--- src/rtl/switch_debouncer.sv ---
// ----------------------------------------------------------------------------
// switch_debouncer
//
// Conditions the board slide switches before they reach the combinational
// top-level. Each raw switch bit is brought into the clk domain through a
// two-flop synchronizer and then debounced independently. A new level is
// accepted only after the synchronized value has differed from the current
// clean level for DEBOUNCE_CYCLES consecutive clocks.
//
// Parameters:
//   WIDTH            number of switch bits conditioned
//   DEBOUNCE_CYCLES  consecutive mismatching clocks needed to accept a level
//                    (1 .. 2**CNT_W-1)
//   CNT_W            debounce counter width, 2**CNT_W > DEBOUNCE_CYCLES
//
// Ports:
//   clk       system clock, all state updates on the rising edge
//   rst_n     asynchronous active-low reset
//   sw_raw    raw switch pins, asynchronous to clk
//   sw_clean  debounced switch levels (feeds the downstream sw bus)
//   rise      one-cycle pulse per bit when sw_clean[i] goes 0->1
//   fall      one-cycle pulse per bit when sw_clean[i] goes 1->0
//   changed   OR of rise|fall, registered alongside the strobes
//   settled   1 when no bit has a pending debounce count
// ----------------------------------------------------------------------------
module switch_debouncer #(
   parameter int unsigned WIDTH           = 7,
   parameter int unsigned DEBOUNCE_CYCLES = 100000,
   parameter int unsigned CNT_W           = 17
) (
   input  logic             clk,
   input  logic             rst_n,
   input  logic [WIDTH-1:0] sw_raw,
   output logic [WIDTH-1:0] sw_clean,
   output logic [WIDTH-1:0] rise,
   output logic [WIDTH-1:0] fall,
   output logic             changed,
   output logic             settled
);

   // Terminal count: reaching it on a mismatching edge accepts the new level.
   localparam logic [CNT_W-1:0] CntLast = CNT_W'(DEBOUNCE_CYCLES - 1);

   // Synchronizer stages.
   logic [WIDTH-1:0] sync1_q;
   logic [WIDTH-1:0] sync2_q;

   // Per-bit debounce state.
   logic [WIDTH-1:0][CNT_W-1:0] cnt_q;
   logic [WIDTH-1:0][CNT_W-1:0] cnt_d;
   logic [WIDTH-1:0]            clean_q;
   logic [WIDTH-1:0]            clean_d;

   // Registered strobes and status.
   logic [WIDTH-1:0] rise_q;
   logic [WIDTH-1:0] rise_d;
   logic [WIDTH-1:0] fall_q;
   logic [WIDTH-1:0] fall_d;
   logic             changed_q;
   logic             changed_d;
   logic             settled_q;
   logic             settled_d;

   // -------------------------------------------------------------------------
   // Two-flop synchronizer; nothing may sit between the stages.
   // -------------------------------------------------------------------------
   always_ff @(posedge clk or negedge rst_n) begin
      if (!rst_n) begin
         sync1_q <= '0;
         sync2_q <= '0;
      end else begin
         sync1_q <= sw_raw;
         sync2_q <= sync1_q;
      end
   end

   // -------------------------------------------------------------------------
   // Debounce next-state. A bit counts while the synchronized level differs
   // from the clean level; any edge where they agree discards the count, so
   // a bounce back to the old level restarts the whole interval.
   // -------------------------------------------------------------------------
   always_comb begin
      cnt_d   = cnt_q;
      clean_d = clean_q;
      rise_d  = '0;
      fall_d  = '0;
      for (int i = 0; i < int'(WIDTH); i++) begin
         if (sync2_q[i] == clean_q[i]) begin
            cnt_d[i] = '0;
         end else if (cnt_q[i] == CntLast) begin
            clean_d[i] = sync2_q[i];
            cnt_d[i]   = '0;
            // Direction follows the accepted level, so rise and fall are
            // mutually exclusive by construction.
            rise_d[i]  = sync2_q[i];
            fall_d[i]  = ~sync2_q[i];
         end else begin
            cnt_d[i] = cnt_q[i] + CNT_W'(1);
         end
      end
   end

   // -------------------------------------------------------------------------
   // Status next-state: settled reflects the counters after this edge.
   // -------------------------------------------------------------------------
   always_comb begin
      settled_d = 1'b1;
      for (int i = 0; i < int'(WIDTH); i++) begin
         if (cnt_d[i] != '0) begin
            settled_d = 1'b0;
         end
      end
      changed_d = |(rise_d | fall_d);
   end

   // -------------------------------------------------------------------------
   // Debounce state and registered outputs.
   // -------------------------------------------------------------------------
   always_ff @(posedge clk or negedge rst_n) begin
      if (!rst_n) begin
         cnt_q     <= '0;
         clean_q   <= '0;
         rise_q    <= '0;
         fall_q    <= '0;
         changed_q <= 1'b0;
         settled_q <= 1'b1;
      end else begin
         cnt_q     <= cnt_d;
         clean_q   <= clean_d;
         rise_q    <= rise_d;
         fall_q    <= fall_d;
         changed_q <= changed_d;
         settled_q <= settled_d;
      end
   end

   assign sw_clean = clean_q;
   assign rise     = rise_q;
   assign fall     = fall_q;
   assign changed  = changed_q;
   assign settled  = settled_q;

endmodule

--- config.mk ---
export PLATFORM = sky130hd
export DESIGN_NAME = switch_debouncer
export DESIGN_NICKNAME = d
export VERILOG_FILES = /design/src/rtl/switch_debouncer.sv
export SDC_FILE = /design/constraint.sdc
export NUM_CORES = 1
export LEC_CHECK = 0
export CAP_MARGIN = 5
export CORE_ASPECT_RATIO = 0.9
export CORE_UTILIZATION = 45
export DETAILED_ROUTE_END_ITERATION = 8
export GPL_ROUTABILITY_DRIVEN = 0
export PLACE_DENSITY_LB_ADDON = 0.15
export RECOVER_POWER = 25
export SLEW_MARGIN = 10
export SYNTH_ARGS = -nofsm -noshare
export SYNTH_HDL_FRONTEND = slang
export SYNTH_SLANG_ARGS = --single-unit
--- constraint.sdc ---
create_clock -name clk -period 4.65 [get_ports clk]
set_clock_uncertainty 0.1 [all_clocks]
set_input_delay 0.6975 -clock clk [delete_from_list [all_inputs] [get_ports clk]]
set_output_delay 0.6975 -clock clk [all_outputs]
set_load 0.005 [all_outputs]
# Yosys cells after proc, flatten, opt, wreduce, memory -nomap -nowiden
# Cells that the tools add are included.
dict set report word_totals {
  ff_bits 156
  output_inout_bits 23
}
dict set report classes {
  add_sub_neg 7
  eq_ne 14
  muxes 49
  bitwise 15
  n_reduce_logical 15
}
# operator n
set ops {}
lappend ops {{two-way mux 17 bit} 14}
lappend ops {{adder 17 x 1 -> 17 bit (second input constant)} 7}
lappend ops {{equality test 17 bit (second input constant)} 7}
lappend ops {{nonzero test 17 bit} 7}
lappend ops {{two-way mux 1 bit} 35}
lappend ops {{NOT 1 bit} 14}
lappend ops {{AND reduction 2 bit} 7}
lappend ops {{equality test 1 bit} 7}
lappend ops {{bitwise OR 7 bit} 1}
lappend ops {{OR reduction 7 bit} 1}

# Depth between registers and ports, before layout
# Gate-level depths: netlist of the first run.
dict set report depth {
  ltp_word 11
  depth_mapped 11
  ltp_nobuf 9
}

# Worst setup path after synthesis of the first run
# No wires, ideal clock.
dict set report synth_timing {
  path_kind {reg2reg}
  start {register cnt_q[102] (netlist bit)}
  end {register settled_q, in the netlist settled}
  setup_ns 0.090
  arrival_time_ns 2.461
  path_slack_ns 1.999
  stages_incl_launch_ff 11
  path_buffers 2
  cell_sequence {dfrtp_1 ha_1 clkbuf_2 and4_1 buf_2 nand4_1 xor2_1 and4_1 a31oi_1 or4b_2 nor4_2}
}
dict set report synth_between {
  elab_chain_cells 5
  word_cells_on_any_way 6
  classes_between {add/sub: 1; eq/ne: 1; mux: 3; reduce/logical: 1}
}
# element line_no
set synth_lines {}
lappend synth_lines {{from (decl)} 49} ;# logic [WIDTH-1:0][CNT_W-1:0] cnt_q;
lappend synth_lines {{from (signal assigned)} 128} ;# cnt_q <= cnt_d;
lappend synth_lines {{adder 17 x 1 -> 17 bit or equality test 17 bit (tied branches)} {98, 90}}
lappend synth_lines {{two-way mux 17 bit *} 90} ;# end else if (cnt_q[i] == CntLast) begin
lappend synth_lines {{two-way mux 17 bit *} 88} ;# if (sync2_q[i] == clean_q[i]) begin
lappend synth_lines {{nonzero test 17 bit *} 109} ;# if (cnt_d[i] != '0) begin
lappend synth_lines {{two-way mux 1 bit *} 109}
lappend synth_lines {{named net settled_d} 62} ;# logic settled_d;
lappend synth_lines {{to (signal assigned)} 133} ;# settled_q <= settled_d;
lappend synth_lines {{to (decl)} 61} ;# logic settled_q;
# The timed path passes the listed nets; every way through them passes the cells marked *.
# A chain may end at the register's enable or synchronous reset.

# Final worst setup path of the first run
dict set report layout_timing {
  start {register cnt_q[1] (netlist bit)}
  end {register settled_q, in the netlist settled}
}
dict set report layout_between {
  elab_chain_cells 11
  word_cells_on_any_way 12
  classes_between {add/sub: 1; eq/ne: 1; mux: 9; reduce/logical: 1}
}
# element line_no
set layout_lines {}
lappend layout_lines {{adder 17 x 1 -> 17 bit or equality test 17 bit (tied branches)} {98, 90}}
lappend layout_lines {{two-way mux 17 bit *} 90}
lappend layout_lines {{two-way mux 17 bit *} 88}
lappend layout_lines {{nonzero test 17 bit *} 109}
lappend layout_lines {{two-way mux 1 bit * (7 in a row)} 109}
lappend layout_lines {{named net settled_d} 62}
# Marked as above.

==> metrics.md, run 1 <==
| Metric | Value |
|---|---|
| Final setup vio count | `0` |
| Worst slack on hold paths | `0.249 ns` |
| Clock latency on the worst-skew pair | `0.42 ns` |
| TritonCTS clock tree | `yes` |
| Layout overhead on the synthesized area | `13.0%` |
| Total congestion overflow after global routing | `0` |
| Family of cells with the greatest summed delay on the critical path | `simple AND/OR/NAND/NOR gates` |
| Start point of the worst hold path | `sync1_q[6]` |
| Maximum number of pins on one net before global-route repair | `95` |
| Most common cell on crit path | `sky130_fd_sc_hd__nor4_2` |
| Die Outline Area | `18600 sq um` |
| Synthesized net count | `832` |
| Post_cts resized | `0` |
| Number of violations reported at the end of detailed-routing iteration 0 | `352` |
| Count of state elements after synthesis | `156` |
| Initial core utilization | `46.1%` |
| Total area of multi-input combinational cells | `3970 sq um` |
| Remaining max-slew budget at the tightest pin | `-56.1%` |
| Commonest cells in the netlist | `sky130_fd_sc_hd__dfrtp_1 (155), sky130_fd_sc_hd__nor2_1 (152), sky130_fd_sc_hd__xnor2_1 (61)` |
| Row Count | `46` |
| Distinct cell type count after synthesis | `72` |
| Average wire per standard cell | `16.2 microns` |
| Leakage power summed over all cells | `3.78 nW` |
| Synth Instances | `816` |
| Count of input and output buffers | `31` |
| Slew Viols, Final | `95` |
| Count of flip-flops with a built-in enable after synthesis | `0` |
| Timing-limited maximum frequency | `319 MHz` |
| Number of nets in the finished design | `855` |
| Maximum root-to-sink buffer count | `2` |
| Number of primary I/O pins | `32` |
| Minimum setup slack after placement | `1.50 ns` |
| Ant. Diodes | `0` |
| HPWL after DPL | `12.8 mm` |
| WP data arrival | `3.36 ns` |
| Post-synth top area share | `47.8%` |
| Sequential cell area fraction in the yosys report | `48.1%` |
| Largest area contributor in the synthesized netlist | `sky130_fd_sc_hd__dfrtp_1` |
| Wire length after detailed routing | `17.7 mm` |
| Reg-to-reg critical path startpoint | `cnt_q[1]` |
| Crit Path Class | `reg -> reg` |
| Remaining design rule violation count | `0` |
| Shortest clock period the worst path allows after layout | `3.13 ns` |
| Width of the die | `144 microns` |
| Buffers plus inverters on the worst setup path | `0` |
| Max stage delay cell, worst path | `sky130_fd_sc_hd__or4_1` |
| Most frequent cell after synthesis | `sky130_fd_sc_hd__dfrtp_1` |
| Startpoint class of the critical path | `register` |
| Core box area | `17600 sq um` |
| Buffer type at the clock tree root | `sky130_fd_sc_hd__clkbuf_16` |
| Area of all sequential standard cells | `3910 sq um` |
| Via-per-instance ratio | `5.57` |
| Violations in the final reports | `capacitance limit, slew limit` |
| Post-CTS Hold Fix Bufs | `0` |
| Type of destination of the critical path | `register` |
| Post-synthesis cell area | `8120 sq um` |
| Number of H-tree levels | `4` |
| Cell types with the largest area share after synthesis | `sky130_fd_sc_hd__dfrtp_1 (48%), sky130_fd_sc_hd__nor2_1 (7.0%), sky130_fd_sc_hd__xnor2_1 (6.6%)` |
| Fraction of the core area covered by cells at the end of the flow | `52.1%` |
| Peak VDD IR | `0.220 mV` |
| Crit path from | `cnt_q[1]` |
| CTS sink cnt | `156` |
| Filler Cell Count | `1634` |
| Biggest fanout along the worst timing path | `23` |
| Setup TNS | `0 ns` |
| Initial antenna violation count | `0` |
| Number of CTS-inserted buffers | `17` |
| Delay of the slowest critical-path stage | `0.54 ns` |
| HP Class | `reg -> reg` |
| Final period utilization | `67.4%` |
| Post-route setup slack | `1.52 ns` |
| Async S/R FF share, synth | `100%` |
| Iteration count of the initial detailed-routing pass | `5` |
| Transition time at the pin with the least slew margin | `2.34 ns` |
| Die Span Y | `129 microns` |
| Clock transition at the register clock pins on the worst setup and hold paths after CTS | `0.06 ns` |
| Flip-flop cell with the highest count after synthesis | `sky130_fd_sc_hd__dfrtp_1` |
| Share of layout cells above drive strength 1 | `8.33%` |
| Overall global routing resource usage | `20.8%` |
| Data required, critical path | `4.88 ns` |
| Post-CTS Setup Inserts | `0` |
| Setup repair after global routing missed its margin | `no` |
| Vias in the first global route | `5958` |
| Max capacitance violation total | `1` |
| Via count of the routed design | `6086` |
| Global-route wire length before repair | `29.9 mm` |
| Run status | `finished, violations left` |
| Syn_area_per_cell | `9.95 sq um` |
| Power per unit of standard cell area | `315 nW/um^2` |
| Count of synthesis-stage warnings from yosys | `0` |
| Routed Antenna Nets | `0` |
| Hold Vio Cnt, Final | `0` |
| Cell-by-cell trace of the critical path | `ha_1, and4_1, nand4_2, nand2_2, o22ai_1, nor4_2, nand4_1, or4_1, nor4_2` |
-- kinds of logic (layout without fill, tap and decap cells) --
logic type	after synthesis	in the layout	synth area share, %
AOI/OAI and AO/OA	62	62	4.96
xor gates and xnor gates	118	118	12.7
adders and majority gates	7	7	1.08
buffers and inverters	51	87	3.07
DFF	156	156	48.1
muxes	11	11	1.46
and+or+nand+nor	411	411	28.6
-- flip-flops by register name, indices dropped and copies added (netlist names) --
| name | count |
|---|---|
| cnt_q | 119 |
| settled | 1 |
| rise | 7 |
| sw_clean | 7 |
| sync1_q | 7 |
| fall | 7 |
| changed | 1 |
| sync2_q | 7 |
-- routing by layer --
layer	wire length, microns	up-vias	global-route usage (%)
li1	-	2924	-
met1	8440	3018	28.5
met2	8460	129	33.4
met3	606	15	4.43
met4	198	0	6.13
met5	0	-	0
-- metrics by stage --
step	total power [W]	instance area [sq um]	std cells
6_report	0.00289	9170	1092
5_1_grt	0.00301	9170	1092
3_3_place_gp	0.00155	8590	1060
4_1_cts	0.00293	9180	1092
3_5_place_dp	0.00155	8590	1060
2_1_floorplan	0.00149	8120	816
-- power breakdown --
part | switching (W) | internal (W)
sequential | 0.0000249 | 0.00138
combinational | 0.0000825 | 0.0000385
clock | 0.000559 | 0.000808
-- final timing paths --
path | to | slack [ns] | cells past startpoint
setup reg to reg | settled | 1.52 | 9
hold reg to reg | sync2_q[6] | 0.25 | 0
hold / removal | sync2_q[6] | 0.25 | 0
max in group asynchronous | cnt_q[106] | 2.09 | 2
min in group asynchronous | cnt_q[70] | 0.86 | 1
setup / recovery | settled | 1.52 | 9
-- area by class of cell --
type                    instances  area share (%)
clock buffers                  19            4.83
multi-input cells             609            43.2
repair buffers                 37            3.82
clock inverters                13            1.55
inverters                      18           0.736
flip-flops and latches        156            42.6
well taps                     240            3.27
-- placed cells by master, fill, tap and decap left out, types with 5 or more instances in the layout --
master,count
sky130_fd_sc_hd__and4_1,17
sky130_fd_sc_hd__clkbuf_16,17
sky130_fd_sc_hd__a21oi_1,18
sky130_fd_sc_hd__nand3_1,38
sky130_fd_sc_hd__xnor2_1,61
sky130_fd_sc_hd__a31oi_1,5
sky130_fd_sc_hd__xor2_1,57
sky130_fd_sc_hd__nor3b_1,15
sky130_fd_sc_hd__clkdlybuf4s50_1,23
sky130_fd_sc_hd__buf_4,6
sky130_fd_sc_hd__o22ai_1,6
sky130_fd_sc_hd__inv_1,18
sky130_fd_sc_hd__nor4_1,18
sky130_fd_sc_hd__and3_1,10
sky130_fd_sc_hd__dfrtp_1,155
sky130_fd_sc_hd__nor3_1,22
sky130_fd_sc_hd__o21ai_0,9
sky130_fd_sc_hd__dlygate4sd3_1,7
sky130_fd_sc_hd__nand2_1,44
sky130_fd_sc_hd__nand4_1,40
sky130_fd_sc_hd__mux2_2,7
sky130_fd_sc_hd__ha_1,7
sky130_fd_sc_hd__nor2_1,152
Power figures use the tool's default switching activity.
==> run 2: changes to the inputs <==
clock period = 3.1 ns   (was 4.65 ns; I/O delays follow)
==> run 2 against run 1 <==
Net effect:
- the flow still finishes with violations (capacitance limit, slew limit)
- sequential power rose by 50%
- utilization increased by 0.86 points
- clock-buffer cell count unchanged
- register-to-register slack got worse by 1.3 ns
- non-clock buffer count rose by 19
- design area grew 1.7%
- via count up 0.21%
- worst setup slack worse by 1.3 ns
- combinational power rose by 65%
- global-route usage grew 0.12 points
- power up 49%
- critical endpoint unchanged
- largest power group unchanged
- highest routed layer unchanged
==> metrics.md, run 2 (synthesized netlist as in run 1, its figures left out) <==
| Metric | Value |
|---|---|
| Row Count | `46` |
| Most frequent cells in the layout | `sky130_fd_sc_hd__dfrtp_1 (155), sky130_fd_sc_hd__nor2_1 (152), sky130_fd_sc_hd__xnor2_1 (61)` |
| Filler Cell Count | `1587` |
| Leakage power summed over all cells | `3.87 nW` |
| Portion of total power attributed to combinational logic | `4.7%` |
| Via count of the routed design | `6099` |
| HP Class | `reg -> reg` |
| Layout Cell Area excl Fill | `9330 sq um` |
| Maximum root-to-sink buffer count | `2` |
| Average wire per standard cell | `16.3 microns` |
| Share of layout cells above drive strength 1 | `10.7%` |
| WP data arrival | `3.13 ns` |
| Initial core utilization | `46.1%` |
| Hold Vio Cnt, Final | `0` |
| Post-placement cell area | `8730 sq um` |
| Via-per-instance ratio | `5.48` |
| Endpoint of the most critical register-to-register path | `settled` |
| Startpoint class of the critical path | `register` |
| Layout overhead on the synthesized area | `14.9%` |
| Run status | `finished, violations left` |
| Setup TNS | `0 ns` |
| Reg-to-reg critical path startpoint | `cnt_q[69]` |
| Cell-by-cell trace of the critical path | `ha_2, and4_1, nand4_1, nand2_1, buf_6, nor2_1, nor4_1, nand3b_1, or4_1, nor4_2` |
| Remaining design rule violation count | `0` |
| Number of CTS-inserted buffers | `17` |
| Power share of the sequential group | `49.0%` |
| Buffers plus inverters on the worst setup path | `1` |
| Crit path from | `cnt_q[69]` |
| Clock network fraction of design power | `46.3%` |
| Post-CTS Setup Inserts | `0` |
| Largest reg by FF count | `cnt_q` |
| Die Span Y | `129 microns` |
| Transition time at the pin with the least slew margin | `1.66 ns` |
| CTS sink cnt | `156` |
| Core box area | `17600 sq um` |
| Global-route wire length before repair | `29.9 mm` |
| Final setup vio count | `0` |
| Switching share of total power | `23.5%` |
| Overall global routing resource usage | `21.0%` |
| Remaining max-slew budget at the tightest pin | `-10.3%` |
| Reg2Reg Setup Slack | `0.21 ns` |
| Levels on crit path | `10` |
| Setup repair after global routing missed its margin | `no` |
| Clock transition at the register clock pins on the worst setup and hold paths after CTS | `0.06 ns` |
| Type of destination of the critical path | `register` |
| Initial antenna violation count | `1` |
| Family of cells with the greatest summed delay on the critical path | `simple AND/OR/NAND/NOR gates` |
| R2R cell count | `10` |
| Largest register FFs | `119` |
| Vias in the first global route | `5846` |
| Area of all sequential standard cells | `3910 sq um` |
| Termination of the worst setup path | `settled` |
| Total net switching power | `0.00101 W` |
| Max capacitance violation total | `1` |
| Total congestion overflow after global routing | `0` |
| Timing-limited maximum frequency | `346 MHz` |
| Peak VDD IR | `0.355 mV` |
| Number of nets in the finished design | `874` |
| Width of the die | `144 microns` |
| Number of H-tree levels | `4` |
| Delay of the slowest critical-path stage | `0.43 ns` |
| Number of primary I/O pins | `32` |
| Crit Path Class | `reg -> reg` |
| Maximum number of pins on one net before global-route repair | `65` |
| Number of violations reported at the end of detailed-routing iteration 0 | `427` |
| TritonCTS clock tree | `yes` |
| HPWL after DPL | `13.2 mm` |
| Data required, critical path | `3.34 ns` |
| Slew Viols, Final | `65` |
| Violations in the final reports | `capacitance limit, slew limit` |
| Final period utilization | `93.2%` |
| Wire length after detailed routing | `18.1 mm` |
| Pint | `0.00329 W` |
| Count of input and output buffers | `31` |
| Die Outline Area | `18600 sq um` |
| Iteration count of the initial detailed-routing pass | `5` |
| Max stage delay cell, worst path | `sky130_fd_sc_hd__or4_1` |
| Buffer type at the clock tree root | `sky130_fd_sc_hd__clkbuf_16` |
| Total area of multi-input combinational cells | `3980 sq um` |
| Most common library cell in the layout ignoring fill and taps | `sky130_fd_sc_hd__dfrtp_1` |
| Routed Antenna Nets | `0` |
| Shortest clock period the worst path allows after layout | `2.89 ns` |
| Power per unit of standard cell area | `461 nW/um^2` |
| Biggest fanout along the worst timing path | `19` |
| Clock latency on the worst-skew pair | `0.42 ns` |
## run 2: cell count changes in the layout (fill, tap and decap cells not counted), moves of 2 or more
cell	before	now
sky130_fd_sc_hd__ha_2	0	2
sky130_fd_sc_hd__buf_4	6	22
sky130_fd_sc_hd__ha_1	7	5
sky130_fd_sc_hd__clkinv_4	4	2
sky130_fd_sc_hd__clkinvlp_4	2	5
## run 2: per-layer routing
metal	global-route usage, %	part of all wire, %
met1	29.7	48
met5	0	0
met3	4.77	5.5
met2	32.1	45
met4	6.01	0.93
## run 2: worst min path at each step
| stage | startpoint | endpoint | slack (ns) | cells after the start |
|---|---|---|---|---|
| finish | sync1_q[2] | sync2_q[2] | 0.25 | 0 |
| global route | sync1_q[4] | sync2_q[4] | 0.25 | 0 |
| CTS | sync1_q[2] | sync2_q[2] | 0.25 | 0 |
| detailed placement | sync1_q[1] | sync2_q[1] | 0.24 | 0 |
| global placement | sync1_q[4] | sync2_q[4] | 0.23 | 0 |
| floorplan | rst_n | changed | 0.07 | 0 |
## run 2: through the flow
| stage | hold WS, ns | setup WS [ns] | cells | total power (W) | utilization (%) |
|---|---|---|---|---|---|
| after floorplan | 0.0694 | 0.449 | 816 | 0.00224 | - |
| after global placement | 0.232 | 0.218 | 1078 | 0.00234 | 49.6 |
| after detailed placement | 0.236 | 0.137 | 1078 | 0.00234 | 49.6 |
| after CTS | 0.250 | 0.114 | 1111 | 0.00435 | 52.9 |
| after global routing | 0.252 | 0.0119 | 1111 | 0.00447 | 52.9 |
| final | 0.248 | 0.210 | 1112 | 0.00430 | 52.9 |
## run 2: power by group through the flow
stage | Clock, W | Sequential [W] | Combinational (W)
2_1_floorplan | 0 | 0.00213 | 0.000114
3_3_place_gp | 0 | 0.00214 | 0.000198
3_5_place_dp | 0 | 0.00214 | 0.000204
4_1_cts | 0.00204 | 0.00210 | 0.000206
5_1_grt | 0.00213 | 0.00211 | 0.000227
6_report | 0.00199 | 0.00210 | 0.000200
## run 2: worst reg2reg max path, stage by stage, from the launching register on
cell and delay, ns:
sky130_fd_sc_hd__dfrtp_1 0.41, sky130_fd_sc_hd__ha_2 0.27, sky130_fd_sc_hd__and4_1 0.32, sky130_fd_sc_hd__nand4_1 0.16, sky130_fd_sc_hd__nand2_1 0.21, sky130_fd_sc_hd__buf_6 0.21
sky130_fd_sc_hd__nor2_1 0.09, sky130_fd_sc_hd__nor4_1 0.25, sky130_fd_sc_hd__nand3b_1 0.11, sky130_fd_sc_hd__or4_1 0.43, sky130_fd_sc_hd__nor4_2 0.25
## run 2: layout make-up
type                       count  share of cell area (%)
clock buffer                  19                    4.86
sequential                   156                    41.9
inverter                      18                   0.725
clock inverter                13                    1.26
timing repair buffer          56                    5.33
antenna                        1                  0.0268
multi-input combinational    609                    42.7
tap                          240                    3.22
## run 2: repair_timing
item | CTS | global route
endpoints found under the hold margin | 60 | 0
setup endpoints to repair | 0 | 1
hold buffers | 1 | 0
gates resized for setup | 0 | 5
